--- src/rtl/seg7_pkg.sv ---
// Shared 7-segment definitions: logical segment codes {g,f,e,d,c,b,a} with lit = 1.
package seg7_pkg;

  localparam logic [6:0] SEG7_HEX [16] = '{
    7'h3F, 7'h06, 7'h5B, 7'h4F, 7'h66, 7'h6D, 7'h7D, 7'h07,
    7'h7F, 7'h6F, 7'h77, 7'h7C, 7'h39, 7'h5E, 7'h79, 7'h71
  };

  function automatic logic [6:0] hex_to_seg(input logic [3:0] nibble);
    return SEG7_HEX[nibble];
  endfunction

endpackage

--- src/rtl/seg7_hex_lut.sv ---
// Combinational hex nibble to logical (active-high) 7-segment code.
module seg7_hex_lut
  import seg7_pkg::*;
(
  input  logic [3:0] nibble_i,
  output logic [6:0] seg_o
);

  always_comb begin
    seg_o = hex_to_seg(nibble_i);
  end

endmodule

--- src/rtl/seg7_scan_driver.sv ---
// Time-multiplexed 7-segment scanner with double-buffered display data,
// leading-zero blanking and a per-slot anti-ghosting blank window.
module seg7_scan_driver
  import seg7_pkg::*;
#(
  parameter int DIGITS     = 4,
  parameter int SCAN_DIV   = 50000,
  parameter int BLANK_CYC  = 1000,
  parameter int ACTIVE_LOW = 1
) (
  input  logic                  clk,
  input  logic                  rst_n,
  input  logic                  load_i,
  input  logic [4*DIGITS-1:0]   value_i,
  input  logic [DIGITS-1:0]     dp_i,
  input  logic                  blank_lz_i,
  output logic [6:0]            seg_o,
  output logic                  dp_o,
  output logic [DIGITS-1:0]     an_o,
  output logic                  frame_o
);

  localparam int CNT_W = $clog2(SCAN_DIV);
  localparam int DIG_W = (DIGITS > 1) ? $clog2(DIGITS) : 1;
  localparam logic [CNT_W-1:0] DIV_LAST = CNT_W'(SCAN_DIV - 1);
  localparam logic [CNT_W-1:0] BLANK_C  = CNT_W'(BLANK_CYC);
  localparam logic [DIG_W-1:0] DIG_LAST = DIG_W'(DIGITS - 1);
  localparam logic             POL      = (ACTIVE_LOW != 0);

  logic [CNT_W-1:0]      div_cnt_q, div_cnt_d;
  logic [DIG_W-1:0]      dig_idx_q, dig_idx_d;
  logic [4*DIGITS-1:0]   shadow_val_q, shadow_val_d, disp_val_q, disp_val_d;
  logic [DIGITS-1:0]     shadow_dp_q, shadow_dp_d, disp_dp_q, disp_dp_d;
  logic                  pending_q, pending_d;
  logic                  wrap_q, wrap_d;
  logic [6:0]            seg_q, seg_d;
  logic                  dp_q, dp_d;
  logic [DIGITS-1:0]     an_q, an_d;
  logic                  frame_q, frame_d;

  logic                  div_wrap, frame_wrap;
  logic [3:0]            nib [DIGITS];
  logic [DIGITS-1:0]     lz_zero;
  logic [3:0]            nib_sel;
  logic [6:0]            lut_seg;
  logic                  run_zero;
  logic                  blank_win, blank_dig;
  logic [6:0]            seg_log;
  logic                  dp_log;
  logic [DIGITS-1:0]     an_log;

  seg7_hex_lut u_lut (
    .nibble_i (nib_sel),
    .seg_o    (lut_seg)
  );

  // Counters and double buffer
  always_comb begin
    div_wrap     = (div_cnt_q == DIV_LAST);
    frame_wrap   = div_wrap && (dig_idx_q == DIG_LAST);
    div_cnt_d    = div_wrap ? '0 : div_cnt_q + 1'b1;
    dig_idx_d    = dig_idx_q;
    if (div_wrap) begin
      dig_idx_d = (dig_idx_q == DIG_LAST) ? '0 : dig_idx_q + 1'b1;
    end
    wrap_d       = frame_wrap;
    shadow_val_d = shadow_val_q;
    shadow_dp_d  = shadow_dp_q;
    disp_val_d   = disp_val_q;
    disp_dp_d    = disp_dp_q;
    pending_d    = pending_q;
    if (load_i) begin
      shadow_val_d = value_i;
      shadow_dp_d  = dp_i;
      pending_d    = 1'b1;
    end
    // A load on the boundary cycle bypasses the shadow and lands in this frame.
    if (frame_wrap) begin
      if (load_i) begin
        disp_val_d = value_i;
        disp_dp_d  = dp_i;
      end else if (pending_q) begin
        disp_val_d = shadow_val_q;
        disp_dp_d  = shadow_dp_q;
      end
      pending_d = 1'b0;
    end
  end

  // Digit selection, blanking and output encoding
  always_comb begin
    run_zero = 1'b1;
    lz_zero  = '0;
    for (int k = DIGITS - 1; k >= 0; k--) begin
      nib[k]     = disp_val_q[4*k +: 4];
      run_zero   = run_zero && (nib[k] == 4'h0);
      lz_zero[k] = run_zero;
    end
    nib_sel   = nib[dig_idx_q];
    blank_win = (div_cnt_q < BLANK_C);
    blank_dig = blank_lz_i && (dig_idx_q != '0) && lz_zero[dig_idx_q];
    an_log    = '0;
    for (int k = 0; k < DIGITS; k++) begin
      an_log[k] = (dig_idx_q == DIG_W'(k));
    end
    seg_log   = blank_dig ? 7'h00 : lut_seg;
    dp_log    = disp_dp_q[dig_idx_q];
    if (blank_win) begin
      an_log  = '0;
      seg_log = 7'h00;
      dp_log  = 1'b0;
    end
    seg_d   = seg_log ^ {7{POL}};
    dp_d    = dp_log ^ POL;
    an_d    = an_log ^ {DIGITS{POL}};
    frame_d = wrap_q;
  end

  always_ff @(posedge clk) begin
    if (!rst_n) begin
      div_cnt_q    <= '0;
      dig_idx_q    <= '0;
      shadow_val_q <= '0;
      shadow_dp_q  <= '0;
      disp_val_q   <= '0;
      disp_dp_q    <= '0;
      pending_q    <= 1'b0;
      wrap_q       <= 1'b0;
      seg_q        <= {7{POL}};
      dp_q         <= POL;
      an_q         <= {DIGITS{POL}};
      frame_q      <= 1'b0;
    end else begin
      div_cnt_q    <= div_cnt_d;
      dig_idx_q    <= dig_idx_d;
      shadow_val_q <= shadow_val_d;
      shadow_dp_q  <= shadow_dp_d;
      disp_val_q   <= disp_val_d;
      disp_dp_q    <= disp_dp_d;
      pending_q    <= pending_d;
      wrap_q       <= wrap_d;
      seg_q        <= seg_d;
      dp_q         <= dp_d;
      an_q         <= an_d;
      frame_q      <= frame_d;
    end
  end

  assign seg_o   = seg_q;
  assign dp_o    = dp_q;
  assign an_o    = an_q;
  assign frame_o = frame_q;

endmodule
--- config.mk ---
export PLATFORM = sky130hd
export DESIGN_NAME = seg7_scan_driver
export DESIGN_NICKNAME = d
export VERILOG_FILES = /design/src/rtl/seg7_pkg.sv /design/src/rtl/seg7_hex_lut.sv /design/src/rtl/seg7_scan_driver.sv
export SDC_FILE = /design/constraint.sdc
export NUM_CORES = 1
export LEC_CHECK = 0
export BUFFER_PORTS_ARGS = -buffer_cell sky130_fd_sc_hd__buf_2
export CAP_MARGIN = 20
export CORE_AREA = 2 2 80 82
export CTS_BUF_LIST = sky130_fd_sc_hd__clkbuf_16
export DETAILED_ROUTE_END_ITERATION = 8
export DIE_AREA = 0 0 82 84
export GPL_ROUTABILITY_DRIVEN = 1
export HOLD_SLACK_MARGIN = 0.12
export PLACE_DENSITY = 0.85
export SETUP_SLACK_MARGIN = 0.3
export SYNTH_ARGS = -nofsm -noshare
export SYNTH_HDL_FRONTEND = slang
export SYNTH_SLANG_ARGS = --single-unit
export TNS_END_PERCENT = 50
--- constraint.sdc ---
create_clock -name clk -period 2.8 [get_ports clk]
set_clock_uncertainty 0.05 [all_clocks]
set_input_delay 0.28 -clock clk [delete_from_list [all_inputs] [get_ports clk]]
set_output_delay 0.28 -clock clk [all_outputs]
set_load 0.01 [all_outputs]
==> flow_metrics.env <==
export IMPL_final_antenna_violating_net_count=0
export IMPL_fp_coreArea_sq_um=6100
export IMPL_min_period_ps=2450
export IMPL_biggest_area_consumer_among_synthesized_cells="sky130_fd_sc_hd__dfxtp_1"
export IMPL_clkLatencyLatePin_ps=330
export IMPL_synth_top_area_share_pct=43.5
export IMPL_startpoint_type="register"
export IMPL_htree_num_levels=3
export IMPL_cp_required_ps=2960
export IMPL_floorplan_initialDensity_pct=55.0
export IMPL_cts_hold_buffers_added=0
export IMPL_first_iter_violations=196
export IMPL_via_count_of_the_first_global_routing_pass=2228
export IMPL_cts_tree="done"
export IMPL_synthesis_area_sq_um=3360
export IMPL_clk_pin_slew_ps=60
export IMPL_synth_yosys_seq_area_share_pct=43.5
export IMPL_cts_root_buf="sky130_fd_sc_hd__clkbuf_16"
export IMPL_post_synth_top_count_cell="sky130_fd_sc_hd__dfxtp_1"
export IMPL_area_delta_synth_final_pct=14.5
export IMPL_syn_inst=310
export IMPL_syn_area_per_cell_sq_um=10.8
export IMPL_first_pass_iteration_count_of_the_detailed_router=4
export IMPL_hold_path_startpoint="value_i[4]"
export IMPL_p_leak_uw=0.00156
export IMPL_port_buffers=36
export IMPL_cts_root_to_sink_buffers=2
export IMPL_route_vias_total=2317
export IMPL_fp_dieW_um=82
export IMPL_synth_top_cells_by_area="sky130_fd_sc_hd__dfxtp_1, sky130_fd_sc_hd__mux2_4, sky130_fd_sc_hd__mux2i_1"
export IMPL_die_area_sq_um=6890
export IMPL_cap_violations=0
export IMPL_slew_headroom_pct=60.1
export IMPL_ys_ff_latch=73
export IMPL_nets=378
export IMPL_critical_path_max_fanout=20
export IMPL_grt_overflow_total=0
export IMPL_gpl_final_weighted_congestion=0.889
export IMPL_pin_count=37
export IMPL_setup_violations_final=0
export IMPL_critPathArrivalTime_ps=2610
export IMPL_worst_r2r_startpoint="div_cnt_q[12]$_SDFF_PP0_"
export IMPL_post_route_util_pct=63.0
export IMPL_grt_start_max_net_pins=26
export IMPL_most_numerous_cell_types_in_the_synthesized_netlist="sky130_fd_sc_hd__dfxtp_1, sky130_fd_sc_hd__mux2i_1, sky130_fd_sc_hd__nor2b_1"
export IMPL_slew_viol_final=0
export IMPL_grt_antenna_before_repair=0
export IMPL_number_of_warning_messages_in_the_yosys_log=0
export IMPL_period_share_pct=87.5
export IMPL_route_detailed_vias_per_inst=5.45
export IMPL_power_per_cell_area_nw_per_um2=582
export IMPL_grt_first_pass_wirelength_um=10600
export IMPL_post_cts_setup_buffers=0
export IMPL_nature_of_the_critical_path_endpoint="register"
export IMPL_unrepaired_setup_endpoints_after_global_routing="no"
export IMPL_synth_async_reset_ratio_pct=0
export IMPL_drive_gt1_share_pct=23.6
export IMPL_worst_slew_pin_slew_ps=593
export IMPL_number_of_enable_flip_flop_cells_after_synthesis=0
export IMPL_hold_viol=0
export IMPL_postSynthNetCount=345
export IMPL_startpoint="div_cnt_q[12]$_SDFF_PP0_"
export IMPL_hold_slack_ps=213
export IMPL_antenna_cells=0
export IMPL_post_drt_wl_per_cell_um=14.3
export IMPL_num_rows=29
export IMPL_maxClockFrequency_mhz=408
export IMPL_setup_tns_ps=0
export IMPL_grt_usage_pct=20.3
export IMPL_worstSetupPathType="reg -> reg"
export IMPL_half_perimeter_wire_length_after_detailed_placement_um=4330
export IMPL_cts_num_sinks=73
export IMPL_timing_hold_worst_class="in -> reg"
export IMPL_status="complete, no violations"
export IMPL_vdd_drop_max_mv=0.446
export IMPL_post_synth_num_cell_types=42
export IMPL_postRouteWirelength_um=6080
export IMPL_ys_flop_type="sky130_fd_sc_hd__dfxtp_1"
export IMPL_total_clock_buffers_created_by_cts=9
export IMPL_cts_resized=0
export IMPL_die_height_um=84
export IMPL_drc=0
==> kinds of logic (layout without fill, tap and decap cells) <==
| group | Yosys count | count (layout) | share of synthesized area [%] |
|---|---|---|---|
| buffers and inverters | 23 | 61 | 3.99 |
| flip-flops | 73 | 73 | 43.5 |
| adder cells (fa/ha/maj) | 11 | 11 | 4.10 |
| AO/OA/AOI/OAI | 24 | 24 | 4.92 |
| XOR/XNOR | 11 | 11 | 2.87 |
| multiplexers | 52 | 52 | 20.8 |
| AND/OR/NAND/NOR | 116 | 116 | 19.8 |
==> state kept, by name, summed over array words and instances, names as in the netlist, 2 cells and up <==
| register | cells |
|---|---|
| disp_dp_q | 4 |
| div_cnt_q | 16 |
| shadow_val_q | 16 |
| dig_idx_q | 2 |
| shadow_dp_q | 4 |
| disp_val_q | 16 |
| an_o | 4 |
| seg_o | 7 |
==> path summary, 6_finish.rpt <==
kind / endpoint / cells past startpoint / slack, ps
setup / recovery: disp_val_q[8]$_SDFFE_PN0P_ / 5 / 350
hold / removal: shadow_val_q[4]$_SDFFE_PN0P_ / 3 / 210
setup reg to reg: disp_val_q[8]$_SDFFE_PN0P_ / 5 / 350
hold reg to reg: frame_o$_SDFF_PN0_ / 1 / 400
==> power breakdown <==
| part | internal (uW) | switching, uW | total, uW |
|---|---|---|---|
| clock network | 677 | 408 | 1090 |
| registers | 1060 | 7.98 | 1070 |
| logic | 39.9 | 41.5 | 81.4 |
==> worst max-delay path, cell delays in order, from the launching register on <==
cell                      delay, ps
sky130_fd_sc_hd__dfxtp_1        340
sky130_fd_sc_hd__or4_1          550
sky130_fd_sc_hd__or4_1          690
sky130_fd_sc_hd__nor2_8         180
sky130_fd_sc_hd__buf_12         200
sky130_fd_sc_hd__mux2_4         320
==> layer usage <==
metal,GRT usage [%],routed length (um),vias up
li1,-,-,1158
met1,27.1,2870,1112
met2,31.0,2890,40
met3,5.63,241,7
met4,7.73,77,0
met5,0,0,-
==> cell usage in the layout, fill, tap and decap left out, drive strengths merged, types with 2 or more instances in the layout <==
cell type | Yosys | routed
nand4 | 5 | 5
inv | 6 | 6
xor2 | 6 | 6
o2111ai | 5 | 5
dfxtp | 73 | 73
and2 | 23 | 23
ha | 11 | 11
a21oi | 6 | 6
clkinvlp | 0 | 2
o31ai | 2 | 2
nand2 | 19 | 19
nor2 | 16 | 16
mux2i | 24 | 24
nor4 | 6 | 6
and3 | 4 | 4
clkbuf | 10 | 9
mux4 | 6 | 6
nor3 | 2 | 2
o21ai | 5 | 5
buf | 7 | 39
nand3 | 6 | 6
xnor2 | 5 | 5
mux2 | 22 | 22
or3 | 2 | 2
nor2b | 24 | 24
or4 | 4 | 4
clkinv | 0 | 4
==> layout make-up <==
type | count | area [sq um]
inverter | 6 | 22.5
fill | 478 | 2250
clock buffer | 9 | 225
timing repair buffer | 39 | 215
clock inverter | 7 | 61.3
multi-input combinational | 214 | 1760
sequential | 73 | 1460
tap | 77 | 96.3
==> per-stage QoR <==
step | instances | worst slack, ps | area, sq um | total power [uW]
after global routing | 425 | 307 | 3840 | 2320
after floorplan | 310 | 583 | 3360 | 1140
after detailed placement | 409 | 359 | 3560 | 1170
final | 425 | 349 | 3840 | 2240
after CTS | 425 | 346 | 3840 | 2260
after global placement | 409 | 407 | 3560 | 1170
Note: power is estimated with default switching activity, not from simulation.
